--- src/rtl/spi_slave_io.sv ---
// rtl/spi_slave_io.sv - SPI responder (mode: idle low, MOSI sampled on SCK rise) with 8-bit CPU register port
// Optional feature macro: SPIS_IRQ_EN (RX-ready / ss-release interrupt).
module spi_slave_io #(
  parameter int SYNC_STAGES = 2
) (
  input  logic       clk,
  input  logic       rst,
  input  logic [1:0] AD,
  input  logic [7:0] DI,
  output logic [7:0] DO,
  input  logic       rw,
  input  logic       cs,
  output logic       irq,
  input  logic       sck,
  input  logic       mosi,
  input  logic       ss,
  output logic       miso,
  output logic       miso_oe
);

  logic [SYNC_STAGES-1:0] sck_sync, mosi_sync, ss_sync;
  logic                   sck_prev, ss_prev;
  logic                   sck_s, mosi_s, ss_s;

  always_ff @(posedge clk) begin
    if (rst) begin
      sck_sync  <= '0;
      mosi_sync <= '0;
      ss_sync   <= '1;
      sck_prev  <= 1'b0;
      ss_prev   <= 1'b1;
    end else begin
      sck_sync  <= {sck_sync[SYNC_STAGES-2:0], sck};
      mosi_sync <= {mosi_sync[SYNC_STAGES-2:0], mosi};
      ss_sync   <= {ss_sync[SYNC_STAGES-2:0], ss};
      sck_prev  <= sck_s;
      ss_prev   <= ss_s;
    end
  end

  assign sck_s  = sck_sync[SYNC_STAGES-1];
  assign mosi_s = mosi_sync[SYNC_STAGES-1];
  assign ss_s   = ss_sync[SYNC_STAGES-1];

  logic ss_fall, ss_rise, sck_rise_act, sck_fall_act;
  assign ss_fall      = ss_prev & ~ss_s;
  assign ss_rise      = ~ss_prev & ss_s;
  assign sck_rise_act = sck_s & ~sck_prev & ~ss_s & ~ss_fall;
  assign sck_fall_act = ~sck_s & sck_prev & ~ss_s & ~ss_fall;

  logic rd_sel, wr_sel, rd0, rd1, wr0, wr1, wr3;
  assign rd_sel = cs & rw;
  assign wr_sel = cs & ~rw;
  assign rd0    = rd_sel && (AD == 2'd0);
  assign rd1    = rd_sel && (AD == 2'd1);
  assign wr0    = wr_sel && (AD == 2'd0);
  assign wr1    = wr_sel && (AD == 2'd1);
  assign wr3    = wr_sel && (AD == 2'd3);

  logic [7:0] rx_shift, rx_data, tx_shift, tx_hold, def_byte, byte_cnt;
  logic [3:0] bit_cnt;
  logic       rdy, txf, ovr, und;
  logic       ie_rx, ie_ss;
  logic       byte_done, reload, rdy_held;
  logic [7:0] rx_byte;

  assign rx_byte   = {rx_shift[6:0], mosi_s};
  assign byte_done = sck_rise_act && (bit_cnt == 4'd7);
  assign reload    = ss_fall | (sck_fall_act && (bit_cnt == 4'd8));
  // A $0 read in the completion cycle frees the buffer, so the new byte lands instead of overrunning.
  assign rdy_held  = rdy & ~rd0;

  always_ff @(posedge clk) begin
    if (rst) begin
      bit_cnt  <= 4'd0;
      byte_cnt <= 8'd0;
      rx_shift <= 8'd0;
      rx_data  <= 8'hFF;
      tx_shift <= 8'hFF;
      tx_hold  <= 8'h00;
      def_byte <= 8'hFF;
      miso_oe  <= 1'b0;
      rdy      <= 1'b0;
      txf      <= 1'b0;
      ovr      <= 1'b0;
      und      <= 1'b0;
      DO       <= 8'h00;
    end else begin
      if (ss_fall) begin
        bit_cnt  <= 4'd0;
        byte_cnt <= 8'd0;
        miso_oe  <= 1'b1;
      end else if (ss_rise) begin
        bit_cnt  <= 4'd0;
        miso_oe  <= 1'b0;
      end else if (sck_rise_act) begin
        rx_shift <= rx_byte;
        bit_cnt  <= bit_cnt + 4'd1;
        if (bit_cnt == 4'd7) byte_cnt <= byte_cnt + 8'd1;
      end else if (sck_fall_act && (bit_cnt == 4'd8)) begin
        bit_cnt <= 4'd0;
      end

      if (reload) tx_shift <= txf ? tx_hold : def_byte;
      else if (sck_fall_act) tx_shift <= {tx_shift[6:0], 1'b1};

      if (wr0) txf <= 1'b1;
      else if (reload && txf) txf <= 1'b0;
      if (wr0) tx_hold <= DI;
      if (wr3) def_byte <= DI;

      if (byte_done && !rdy_held) begin
        rx_data <= rx_byte;
        rdy     <= 1'b1;
      end else if (rd0) begin
        rdy <= 1'b0;
      end

      if (byte_done && rdy_held) ovr <= 1'b1;
      else if (wr1 && DI[5]) ovr <= 1'b0;

      if (reload && !txf) und <= 1'b1;
      else if (wr1 && DI[4]) und <= 1'b0;

      if (rd_sel) begin
        case (AD)
          2'd0: DO <= rx_data;
          2'd1: DO <= {rdy, txf, ovr, und, ~ss_s, 1'b0, ie_rx, ie_ss};
          2'd2: DO <= byte_cnt;
          default: DO <= def_byte;
        endcase
      end
    end
  end

  assign miso = miso_oe ? tx_shift[7] : 1'b1;

`ifdef SPIS_IRQ_EN
  logic ss_rise_latch;
  always_ff @(posedge clk) begin
    if (rst) begin
      ie_rx         <= 1'b0;
      ie_ss         <= 1'b0;
      ss_rise_latch <= 1'b0;
    end else begin
      if (wr1) {ie_rx, ie_ss} <= DI[1:0];
      if (ss_rise) ss_rise_latch <= 1'b1;
      else if (rd1) ss_rise_latch <= 1'b0;
    end
  end
  assign irq = (ie_rx & rdy) | (ie_ss & ss_rise_latch);
`else
  assign ie_rx = 1'b0;
  assign ie_ss = 1'b0;
  assign irq   = 1'b0;
`endif

endmodule

--- config.mk ---
export PLATFORM = sky130hd
export DESIGN_NAME = spi_slave_io
export DESIGN_NICKNAME = d
export VERILOG_FILES = /design/src/rtl/spi_slave_io.sv
export SDC_FILE = /design/constraint.sdc
export NUM_CORES = 1
export LEC_CHECK = 0
export ABC_AREA = 1
export CAP_MARGIN = 20
export CORE_MARGIN = 2
export CORE_UTILIZATION = 61
export DETAILED_ROUTE_END_ITERATION = 16
export PLACE_DENSITY = 0.84
export SYNTH_ARGS = -nofsm -noshare
export SYNTH_HDL_FRONTEND = slang
export SYNTH_SLANG_ARGS = --single-unit
--- constraint.sdc ---
create_clock -name clk -period 2.6 [get_ports clk]
set_input_delay 0.26 -clock clk [delete_from_list [all_inputs] [get_ports clk]]
set_output_delay 0.26 -clock clk [all_outputs]
set_load 0.02 [all_outputs]
==> summary.txt, run 1 <==
Clock network
  • Root Driver: clkbuf_8
  • CTS Buf Count: 9
  • CTS tree: done
  • Clock buffer depth: 2
  • CTS Sinks: 72
  • Clk slew on worst S/H paths: 0.07 ns
  • Hold Buf Count CTS: 0
  • Clock Latency Late Sink: 0.35 ns
  • Post-CTS setup buffers: 0
  • Post-CTS resize count: 0
  • CTS HTree Levels: 3

Power
  • Leak pwr: 1.61 nW
  • VDD IR-drop max: 0.354 mV
  • Pwr dens: 585 nW/um^2

GRT
  • Largest net degree at the start of global routing: 42
  • Gr usage total: 25.6%
  • M1 GR Usage: 33.9%
  • Remaining global-route overflow: 0
  • Vias in the first global route: 2696
  • GRT busiest layer: met2
  • Antenna violations before repair: 0
  • First-pass GRT wire length: 12100 um
  • Global-route track usage on met3: 4.94%
  • Met2 GRT Util: 39.6%

Yosys
  • FF+latch count, synth: 72
  • Synth top area share: 44.5%
  • Yosys warns: 0
  • Avg Cell Area, Syn: 7.25 sq um
  • EDFF count, synth: 0
  • Count leader, synth: nand2_1
  • Cell count after synthesis: 446
  • Yosys top cell by area: dfxtp_1
  • Mapped Nets: 468
  • Top cells by area, synth: dfxtp_1, nand2_1, nand3_1, o21ai_0, inv_1
  • Register area share after synthesis: 44.5%
  • Top FF cell, synth: dfxtp_1
  • Post-synth ARST share: 0%
  • Post-synth top cells: nand2_1, dfxtp_1, nand3_1, inv_1, nor2_1
  • Mapped cell area: 3240 sq um
  • Post-synth cell types: 31

Placement
  • Area post-placement: 3510 sq um
  • Final GP Congestion: 0.825
  • PortBufs: 26
  • Dpl hpwl: 5000 um

Floorplanning
  • Starting Density: 63.4%
  • Die height: 76.8 um
  • I/O pin count: 28
  • Core Rows: 26
  • Die W: 76.8 um
  • Core area: 5110 sq um
  • Die area: 5900 sq um

Setup path
  • WP buf/inv: 4
  • Critical Path AT: 2.03 ns
  • Biggest cell delay along the critical path: 0.36 ns
  • Critical Path Slowest Stage Cell: dfxtp_1
  • Worst-path cell chain: inv_1 > ha_1 > inv_1 > nand2_1 > nor2_2 > buf_4 > nand2_1 > inv_1 > nand2_2 > nand2_1 > nand3_1
  • Worst-path fanout max: 13
  • Worst EP required: 2.82 ns
  • Kind of critical path: reg2reg
  • Endpoint class of the critical path: flop
  • Delay-heaviest family, CP: simple AND/OR/NAND/NOR gates
  • Kind of launch point of the worst setup path: flop

STA
  • FMAX: 552 MHz
  • TNS Setup: 0 ns
  • Finish-stage setup viols: 0
  • Rel. slew slack: 62.3%
  • Worst-Margin Slew: 0.565 ns
  • Hold violation count in the final report: 0
  • Fin crit share: 69.7%
  • Min Tclk post-route: 1.81 ns
  • Clock Skew: 0.00969 ns
  • Slew Limit Fails: 0
  • RSZ-0062 raised after global routing: no

Drt
  • DRT antenna net count: 0
  • TritonRoute pass-1 iters: 5
  • # DRC: 0
  • Initial DRC Count: 206
  • Vias/cell: 5.28
  • DR WL/cell: 12.8 um
  • Vias: 2878
  • Total length of routed wires: 6970 um

Finish
  • Share of cells above drive strength 1: 8.21%
  • Nets: 492
  • Area delta synth->final: 14.2%
  • Area of the multi-input gates: 1500 sq um
  • Number of diodes: 0
  • Register area: 1440 sq um
  • Post-route cell area: 3690 sq um
  • Filler instances: 432

Status
  • Status: finished clean

Job
  • Total of max-cap violations: 0

Worst hold path
  • Worst Hold Class: reg2reg
path summary, 6_finish.rpt:
kind	start	end	slack (ns)	cells after the start
setup / recovery	ss_sync[1]$_SDFF_PP1_	rx_data[0]$_SDFFE_PP1P_	0.79	11
hold reg to reg	sck_sync[0]$_SDFF_PP0_	sck_sync[1]$_SDFF_PP0_	0.41	2
setup reg to reg	ss_sync[1]$_SDFF_PP1_	rx_data[0]$_SDFFE_PP1P_	0.79	11
hold / removal	sck_sync[0]$_SDFF_PP0_	sck_sync[1]$_SDFF_PP0_	0.41	2
layout by cell type, fill, tap and decap left out, drive strengths merged, types with 11 or more instances in the layout:
| cell type | instances |
|---|---|
| clkbuf | 11 |
| a21oi | 33 |
| nand2 | 108 |
| nand3 | 55 |
| nor2 | 49 |
| o21ai | 37 |
| dfxtp | 72 |
| inv | 48 |
| clkdlybuf4s50 | 26 |
worst reg2reg max path, stage by stage (launching register included):
cell and delay (ns):
dfxtp_1 0.36, inv_1 0.12, ha_1 0.26, inv_1 0.08, nand2_1 0.07, nor2_2 0.09
buf_4 0.19, nand2_1 0.14, inv_1 0.11, nand2_2 0.11, nand2_1 0.09, nand3_1 0.06
logic make-up after synthesis:
kind of cell / share of synthesized area (%)
AO/OA/AOI/OAI: 12.8
flip-flops: 44.5
multiplexers: 0.928
adder cells (fa/ha/maj): 1.93
buffers and inverters: 9.09
AND/OR/NAND/NOR: 29.5
XOR/XNOR: 1.08
other: 0.116
metal layers:
metal | vias to the layer above | routed length [um]
met5 | - | 0
li1 | 1491 | -
met2 | 51 | 3200
met1 | 1321 | 3350
met4 | 0 | 163
met3 | 15 | 255
power breakdown:
group          switching, mW  internal (mW)  total [mW]
Clock                  0.425          0.395       0.820
Sequential            0.0169           1.13        1.15
Combinational          0.113         0.0782       0.191
Total                  0.555           1.61        2.16
flip-flops by register name (all words and copies together), names as in the netlist, 2 cells and up:
signal,flops
DO,8
byte_cnt,8
def_byte,8
rx_data,8
tx_hold,8
tx_shift,8
rx_shift,7
bit_cnt,4
mosi_sync,2
sck_sync,2
ss_sync,2
layout make-up:
| cell class | instances | share of cell area (%) |
|---|---|---|
| Inverter | 49 | 4.98 |
| Multi-Input combinational cell | 307 | 40.6 |
| Timing Repair Buffer | 31 | 8.06 |
| Tap cell | 70 | 2.37 |
| Sequential cell | 72 | 39.0 |
| Clock buffer | 11 | 4.10 |
| Clock inverter | 5 | 0.847 |
per-stage QoR:
step	total power [mW]	worst slack (ns)	util (%)	hold WS, ns	std cells
after floorplan	1.30	1.12	-	0.364	446
after global placement	1.36	0.791	68.7	0.390	529
after detailed placement	1.36	0.747	68.7	0.397	529
after CTS	2.17	0.807	72.3	0.409	545
after global routing	2.24	0.660	72.3	0.434	545
final	2.16	0.788	72.3	0.407	545
Note: power is estimated with default switching activity, not from simulation.
==> run 2: changes to the inputs <==
CORE_UTILIZATION = 57   (was 61)
PLACE_DENSITY = 0.79   (was 0.84)
clock period = 1.7 ns   (was 2.6 ns; I/O delays follow)
==> summary.txt, run 2 (synthesized netlist as in run 1, its figures left out) <==
Status
  • Status: finished clean (unchanged)

STA
  • FMAX: 628 MHz (was 552 MHz)
  • Hold violation count in the final report: 0 (unchanged)
  • Fin crit share: 93.7% (was 69.7%)
  • Min Tclk post-route: 1.59 ns (was 1.81 ns)
  • Slew Limit Fails: 0 (unchanged)
  • Finish-stage setup viols: 0 (unchanged)
  • RSZ-0062 raised after global routing: no (unchanged)
  • Clock Skew: 0.0132 ns (was 0.00969 ns)
  • Final worst slack: 0.107 ns (was 0.788 ns)
  • TNS Setup: 0 ns (unchanged)

Drt
  • # DRC: 0 (unchanged)
  • DR WL/cell: 13.2 um (was 12.8 um)
  • Vias: 2975 (was 2878)
  • TritonRoute pass-1 iters: 5 (unchanged)
  • Vias/cell: 5.32 (was 5.28)
  • Initial DRC Count: 225 (was 206)
  • Total length of routed wires: 7390 um (was 6970 um)
  • DRT antenna net count: 0 (unchanged)

Power
  • VDD IR-drop max: 0.712 mV (was 0.354 mV)
  • Leak pwr: 1.67 nW (was 1.61 nW)
  • Pwr dens: 866 nW/um^2 (was 585 nW/um^2)

Placement
  • Final GP Congestion: 0.868 (was 0.825)
  • Place WS: -0.0304 ns (was 0.747 ns)
  • PortBufs: 26 (unchanged)
  • Dpl hpwl: 5120 um (was 5000 um)
  • Area post-placement: 3600 sq um (was 3510 sq um)

Setup path
  • Reg2Reg Setup Slack: 0.11 ns (was 0.79 ns)
  • Worst-path fanout max: 6 (was 13)
  • Reg2reg path depth: 7 (was 11)
  • Critical Path AT: 1.89 ns (was 2.03 ns)
  • Critical Path Slowest Stage Cell: dfxtp_2 (was dfxtp_1)
  • RR Startpoint: ss_sync[1]$_SDFF_PP1_ (unchanged)
  • Kind of critical path: reg2reg (unchanged)
  • Delay-heaviest family, CP: simple AND/OR/NAND/NOR gates (unchanged)
  • Worst-path cell chain: inv_1 > ha_1 > nor2_1 > nand3_4 > nor2_2 > a21oi_1 > nor2_1 (was inv_1 > ha_1 > inv_1 > nand2_1 > nor2_2 > buf_4 > nand2_1 > inv_1 > nand2_2 > nand2_1 > nand3_1)
  • CP dominant cell by count: nor2_1
  • FF-to-FF End: byte_cnt[6]$_SDFFE_PP0P_ (was rx_data[0]$_SDFFE_PP1P_)
  • Worst EP required: 2.00 ns (was 2.82 ns)
  • Biggest cell delay along the critical path: 0.34 ns (was 0.36 ns)
  • Endpoint class of the critical path: flop (unchanged)
  • Kind of launch point of the worst setup path: flop (unchanged)
  • WP buf/inv: 1 (was 4)

Floorplanning
  • Die height: 79.3 um (was 76.8 um)
  • I/O pin count: 28 (unchanged)
  • Core Rows: 27 (was 26)
  • Starting Density: 58.8% (was 63.4%)
  • Die area: 6290 sq um (was 5900 sq um)
  • Core area: 5510 sq um (was 5110 sq um)
  • Die W: 79.3 um (was 76.8 um)

Worst hold path
  • Hold depth: 3 (was 2)
  • HP Start: mosi (was sck_sync[0]$_SDFF_PP0_)
  • Hold Path Sink: mosi_sync[0]$_SDFF_PP0_ (was sck_sync[1]$_SDFF_PP0_)
  • Worst Hold Class: in2reg (was reg2reg)

Clock network
  • CTS Sinks: 72 (unchanged)
  • CTS tree: done (unchanged)
  • CTS HTree Levels: 3 (unchanged)
  • Hold Buf Count CTS: 0 (unchanged)
  • CTS Buf Count: 9 (unchanged)
  • Clock buffer depth: 2 (unchanged)
  • Clk slew on worst S/H paths: 0.08 ns (was 0.07 ns)
  • Root Driver: clkbuf_8 (unchanged)
  • Clock Latency Late Sink: 0.35 ns (about the same)

Finish
  • Commonest non-fill, non-tap cell in the layout: nand2_1 (unchanged)
  • Post-route cell area: 3800 sq um (was 3690 sq um)
  • Area delta synth->final: 17.5% (was 14.2%)
  • Number of diodes: 0 (unchanged)
  • Share of cells above drive strength 1: 11.1% (was 8.21%)
  • Commonest non-fill, non-tap cells in the layout: nand2_1, dfxtp_1, nand3_1, inv_1, nor2_1 (unchanged)
  • Nets: 506 (was 492)

GRT
  • First-pass GRT wire length: 12100 um (about the same)
  • Remaining global-route overflow: 0 (unchanged)
  • Gr usage total: 24.5% (was 25.6%)
  • Antenna violations before repair: 0 (unchanged)
  • Vias in the first global route: 2738 (was 2696)
  • Largest net degree at the start of global routing: 42 (unchanged)

Job
  • Total of max-cap violations: 0 (unchanged)
==> run 2: report_power, final <==
| group | switching [mW] | leakage (nW) | internal (mW) |
|---|---|---|---|
| clock | 0.626 | 0.0845 | 0.597 |
| sequential | 0.0223 | 0.586 | 1.73 |
| combinational | 0.183 | 0.999 | 0.134 |
| total | 0.831 | 1.67 | 2.46 |
==> run 2: per-layer routing <==
layer	vias to the layer above	wire, um	GRT usage (%)	part of all wire, %
li1	1507	-	-	-
met3	19	454	4.20	6.1
met2	92	3380	39.3	46
met4	0	171	11.6	2.3
met1	1357	3380	32.1	46
met5	-	0	0	0
==> run 2: through the flow <==
stage / util [%] / std cells / hold WS [ns] / total power [mW]
after floorplan: - / 446 / 0.274 / 1.98
after global placement: 65.3 / 542 / 0.390 / 2.10
after detailed placement: 65.3 / 542 / 0.396 / 2.10
after CTS: 68.4 / 556 / 0.335 / 3.29
after global routing: 69.1 / 559 / 0.351 / 3.42
final: 69.1 / 559 / 0.342 / 3.29
==> run 2: repair_timing <==
item | in CTS | in global routing
setup buffers | 0 | 2
gates resized for setup | 0 | 5
endpoints found under the setup margin | 0 | 19
hold endpoints to repair | 0 | 0
==> run 2: final cells by class <==
class	instances	area, sq um
Inverter	49	184
Sequential cell	72	1440
Tap cell	72	90.1
Multi-Input combinational cell	308	1520
Clock inverter	2	16.3
Timing Repair Buffer	44	395
Clock buffer	12	155
Fill cell	476	1700
==> run 2: worst max-delay path by stage <==
stage,to,start,slack (ns),cells after the start
CTS,bit_cnt[2]$_SDFFE_PP0P_,ss_sync[1]$_SDFF_PP1_,0.04,8
floorplan,rx_data[1]$_SDFFE_PP1P_,ss_sync[1]$_SDFF_PP1_,0.22,10
global placement,DO[6]$_SDFFE_PP0N_,AD[0],0.06,7
finish,byte_cnt[6]$_SDFFE_PP0P_,ss_sync[1]$_SDFF_PP1_,0.11,7
global route,rx_data[7]$_SDFFE_PP1P_,ss_sync[1]$_SDFF_PP1_,0.004,10
detailed placement,def_byte[3]$_SDFFE_PP1P_,AD[0],-0.03,7
==> run 2: worst register-to-register path: stages, from the launching register on <==
cell and delay, ns:
dfxtp_2 0.34, inv_1 0.06, ha_1 0.22, nor2_1 0.24
nand3_4 0.15, nor2_2 0.31, a21oi_1 0.11, nor2_1 0.11
==> run 3: changes to the inputs <==
GPL_TIMING_DRIVEN = 0   (was default)
RECOVER_POWER = 25   (was default)
SLEW_MARGIN = 5   (was default)
==> summary.txt, run 3 (synthesized netlist as in run 1, its figures left out) <==
Status
  • Status: finished clean (unchanged)

Floorplanning
  • Starting Density: 58.8% (unchanged)
  • Core area: 5510 sq um (unchanged)
  • Die height: 79.3 um (unchanged)
  • Die W: 79.3 um (unchanged)
  • Core Rows: 27 (unchanged)
  • Die area: 6290 sq um (unchanged)
  • I/O pin count: 28 (unchanged)

STA
  • RSZ-0062 raised after global routing: yes (was no)
  • Rel. slew slack: 59.5%
  • Clock Skew: 0.00810 ns (was 0.0132 ns)
  • Slew Limit Fails: 0 (unchanged)
  • FMAX: 622 MHz (was 628 MHz)
  • Min Tclk post-route: 1.61 ns (was 1.59 ns)
  • Worst-Margin Slew: 0.607 ns
  • Hold violation count in the final report: 0 (unchanged)
  • TNS Setup: 0 ns (unchanged)
  • Finish-stage setup viols: 0 (unchanged)
  • Fin crit share: 94.6% (was 93.7%)

GRT
  • Antenna violations before repair: 0 (unchanged)
  • Vias in the first global route: 2696 (was 2738)
  • Largest net degree at the start of global routing: 12 (was 42)
  • First-pass GRT wire length: 12400 um (was 12100 um)
  • Gr usage total: 25.6% (was 24.5%)
  • Remaining global-route overflow: 0 (unchanged)

Drt
  • Vias: 2959 (was 2975)
  • TritonRoute pass-1 iters: 5 (unchanged)
  • # DRC: 0 (unchanged)
  • DR WL/cell: 13.3 um (was 13.2 um)
  • DRT antenna net count: 0 (unchanged)
  • Vias/cell: 5.29 (was 5.32)
  • Total length of routed wires: 7420 um (was 7390 um)
  • Initial DRC Count: 210 (was 225)

Clock network
  • Clk slew on worst S/H paths: 0.08 ns (about the same)
  • Clock buffer depth: 2 (unchanged)
  • CTS Buf Count: 9 (unchanged)
  • CTS HTree Levels: 3 (unchanged)
  • Clock Latency Late Sink: 0.35 ns (about the same)
  • Root Driver: clkbuf_8 (unchanged)
  • CTS Sinks: 72 (unchanged)
  • CTS tree: done (unchanged)
  • Hold Buf Count CTS: 0 (unchanged)

Placement
  • Dpl hpwl: 5340 um (was 5120 um)
  • PortBufs: 24 (was 26)
  • Final GP Congestion: 0.947 (was 0.868)
  • Dpl cells: 542 (unchanged)

Setup path
  • Kind of launch point of the worst setup path: flop (unchanged)
  • Worst-path fanout max: 10 (was 6)
  • Kind of critical path: reg2reg (unchanged)
  • Worst EP required: 1.91 ns (was 2.00 ns)
  • Critical Path AT: 1.82 ns (was 1.89 ns)
  • Endpoint class of the critical path: flop (unchanged)

Power
  • Leak pwr: 1.66 nW (was 1.67 nW)
  • VDD IR-drop max: 0.718 mV (was 0.712 mV)
  • Pwr dens: 908 nW/um^2 (was 866 nW/um^2)

Job
  • Total of max-cap violations: 0 (unchanged)

Finish
  • Commonest non-fill, non-tap cell in the layout: nand2_1 (unchanged)
  • Final cell count without fillers: 559 (unchanged)
  • Commonest non-fill, non-tap cells in the layout: nand2_1, dfxtp_1, nand3_1, inv_1, nor2_1 (unchanged)
  • Nets: 504 (was 506)
  • Number of diodes: 0 (unchanged)
  • Share of cells above drive strength 1: 10.1% (was 11.1%)
  • Area delta synth->final: 17.1% (was 17.5%)

Worst hold path
  • Worst Hold Class: in2reg (unchanged)
run 3: cell count changes in the layout (fill, tap and decap cells not counted), sizes merged:
cell / delta
nor2: -1
clkbuf: +8
clkdlybuf4s50: -3
clkinv: +1
dlygate4sd3: +1
clkinvlp: -1
buf: -6
bufinv: +1
run 3: what timing repair did:
item | in CTS | in global routing
setup buffers | 0 | 1
setup endpoints to repair | 11 | 36
endpoints found under the hold margin | 0 | 0
resized for setup | 3 | 5
pin swaps | 0 | 2
run 3: layout make-up:
cell class	count	area, sq um
fill	460	1720
multi-input combinational	307	1520
sequential	72	1440
timing repair buffer	25	248
inverter	49	184
clock buffer	13	159
buffer	18	109
tap	72	90.1
clock inverter	3	40.0
run 3: final timing paths:
check	startpoint	endpoint	slack, ns	cells after the start
setup / recovery	ss_sync[1]$_SDFF_PP1_	txf$_SDFFE_PP0P_	0.09	9
hold / removal	AD[1]	DO[4]$_SDFFE_PP0N_	0.25	4
setup reg to reg	ss_sync[1]$_SDFF_PP1_	txf$_SDFFE_PP0P_	0.09	9
hold reg to reg	sck_sync[0]$_SDFF_PP0_	sck_sync[1]$_SDFF_PP0_	0.41	2
run 3: metrics by stage:
stage	cell area [sq um]	hold slack [ns]	utilization (%)	setup WS (ns)	power, mW
2_1_floorplan	3240	0.274	-	0.219	1.98
3_3_place_gp	3570	0.390	64.8	-0.0877	2.09
3_5_place_dp	3570	0.398	64.8	-0.111	2.10
4_1_cts	3770	0.244	68.5	0.0151	3.45
5_1_grt	3790	0.272	68.8	-0.0369	3.55
6_report	3790	0.247	68.8	0.0915	3.44
run 3: power breakdown:
| group | internal [mW] | switching (mW) |
|---|---|---|
| logic | 0.125 | 0.185 |
| registers | 1.73 | 0.0231 |
| clock network | 0.755 | 0.619 |
run 3: per-layer routing:
metal | vias up | part of all wire [%] | track usage (%)
met4 | 0 | 2.1 | 10.3
met2 | 84 | 45 | 40.6
li1 | 1507 | - | -
met5 | - | 0 | 0
met3 | 15 | 5.2 | 5.68
met1 | 1353 | 47 | 33.8
run 3: critical path, cell delays in order (launching register included):
cell	delay, ns
dfxtp_2	0.36
inv_2	0.07
ha_1	0.24
inv_2	0.11
nand2_1	0.11
nor2_1	0.10
nand2_1	0.12
buf_4	0.21
nand3_1	0.08
a21oi_1	0.08
==> RTL edit, RTL diff (flow settings as in run 3) <==
Set the parameter `SYNC_STAGES` to 4 (it was 2).
--- a/src/rtl/spi_slave_io.sv
+++ b/src/rtl/spi_slave_io.sv
@@ -1,7 +1,7 @@
 // rtl/spi_slave_io.sv - SPI responder (mode: idle low, MOSI sampled on SCK rise) with 8-bit CPU register port
 // Optional feature macro: SPIS_IRQ_EN (RX-ready / ss-release interrupt).
 module spi_slave_io #(
-  parameter int SYNC_STAGES = 2
+  parameter int SYNC_STAGES = 4
 ) (
   input  logic       clk,
   input  logic       rst,
Formal check against the unedited RTL: not equivalent (Yosys sat finds a counterexample within 4 cycles, from zero or initial values and one cycle with rst high).
==> RTL edit against run 3 <==
  * Clock skew fell by 0.0030 ns
  * Power increased by 6.4%
  * Sequential cell count is 6 higher
  * Die area increased by 7.3%
  * Combinational power shrank 11%
  * Hold slack worse by 0.056 ns
  * Worst setup slack better by 0.0084 ns
  * Sequential power increased by 7%
  * Design area up 8.1%
  * Area after synthesis up 7.7%
  * First-iteration DRC count fell by 33%
  * Wire length grew 4.1%
  * Largest cell class unchanged
  * Highest routed layer unchanged
==> RTL edit: results (changes against run 3) <==
run status finished, final reports clean; overall track demand over capacity in global routing 24.0% (-1.6 points); area added between synthesis and finish 17.4%; inverters 54 (+10%); post-synthesis mux area share 1.15% (+0.22 points); area fraction of clock buffers and clock inverters 5.23% (-0.025 points); number of sequential storage elements 78 (+8.3%); worst slew slack as a fraction of its limit 61.2% (+1.6 points); non-clock buffer share of cell area 8.96% (-0.46 points); largest fanout of any net on the critical path 8 (-2); compound-gate portion of the synthesized area 11.2% (-1.6 points); fraction of the mapped netlist area in adder cells 1.79% (-0.14 points); post-detailed-route via-to-cell ratio 5.15 (-2.8%); HPWL reported at the end of detailed placement 5580 um (+4.6%); most frequent cells after synthesis 122 x sky130_fd_sc_hd__nand2_1, 78 x sky130_fd_sc_hd__dfxtp_1, 46 x sky130_fd_sc_hd__nor2_1, 45 x sky130_fd_sc_hd__inv_1, 41 x sky130_fd_sc_hd__nand3_1; number of multi-input logic gates 325 (+5.9%); sequential fraction of the synthesis area 44.8% (+0.25 points); Plain + repair buffers 44 (+2.3%); multi-input gate share of the layout cell area 40.3% (+0.26 points); # Taps 75 (+4.2%); wire length of the first global-routing pass 12,300 um (-1.1%); layout cells sized above 1 14.1% (+4.1 points); Final Skew 0.00507 ns (-0.00303 ns); Final Net Count 534 (+6.0%); filler cell count 516 (+12%); sequential standard cell area 0.00156 sq mm (+8.3%); total wire length after detailed routing 7720 um (+4.1%); fraction of synthesized cell area in xor and xnor cells 1.01% (-0.078 points); Placed Instance Area 0.00383 sq mm (+7.4%); synthesized area per cell 7.40 sq um (+2.0%); leading post-synthesis cells by cell area sky130_fd_sc_hd__dfxtp_1 45%, sky130_fd_sc_hd__nand2_1 13%, sky130_fd_sc_hd__nand3_1 5.9%, sky130_fd_sc_hd__nor2_1 5.0%, sky130_fd_sc_hd__inv_1 4.8%; number of placed instances with taps included 571 (+5.4%); count of input and output buffers 25 (+4.2%); Post-Place Setup Slack -0.0513 ns (+0.0599 ns); Net Sw Frac 23.4% (-0.67 points); fin cells 592 (+5.9%)
RTL edit: timing repair:
action,in CTS,in global routing
resized for setup,2,5
setup endpoints to repair,9,30
buffers inserted,0,5
pin swaps,0,4
RTL edit: power by group through the flow:
stage	Clock, mW	Sequential [mW]	Combinational (mW)
5_1_grt	1.59	1.89	0.308
4_1_cts	1.51	1.89	0.279
3_5_place_dp	0	1.93	0.277
3_3_place_gp	0	1.93	0.272
2_1_floorplan	0	1.94	0.151
6_report	1.49	1.89	0.277
RTL edit: layer usage:
metal  vias up  part of all wire [%]  GRT usage (%)
li1       1567                     -              -
met1      1393                    46           30.2
met2        71                    48           39.0
met3        16                   3.4           5.65
met4         0                   2.0           11.0
met5         -                     0              0
RTL edit: final timing paths:
check                      end  slack [ns]  cells past startpoint         start
setup reg to reg    rx_data[1]         0.1                     10    ss_sync[3]
hold / removal             und        0.19                      2           rst
hold reg to reg   mosi_sync[1]        0.41                      2  mosi_sync[0]
setup / recovery    rx_data[1]         0.1                     10    ss_sync[3]
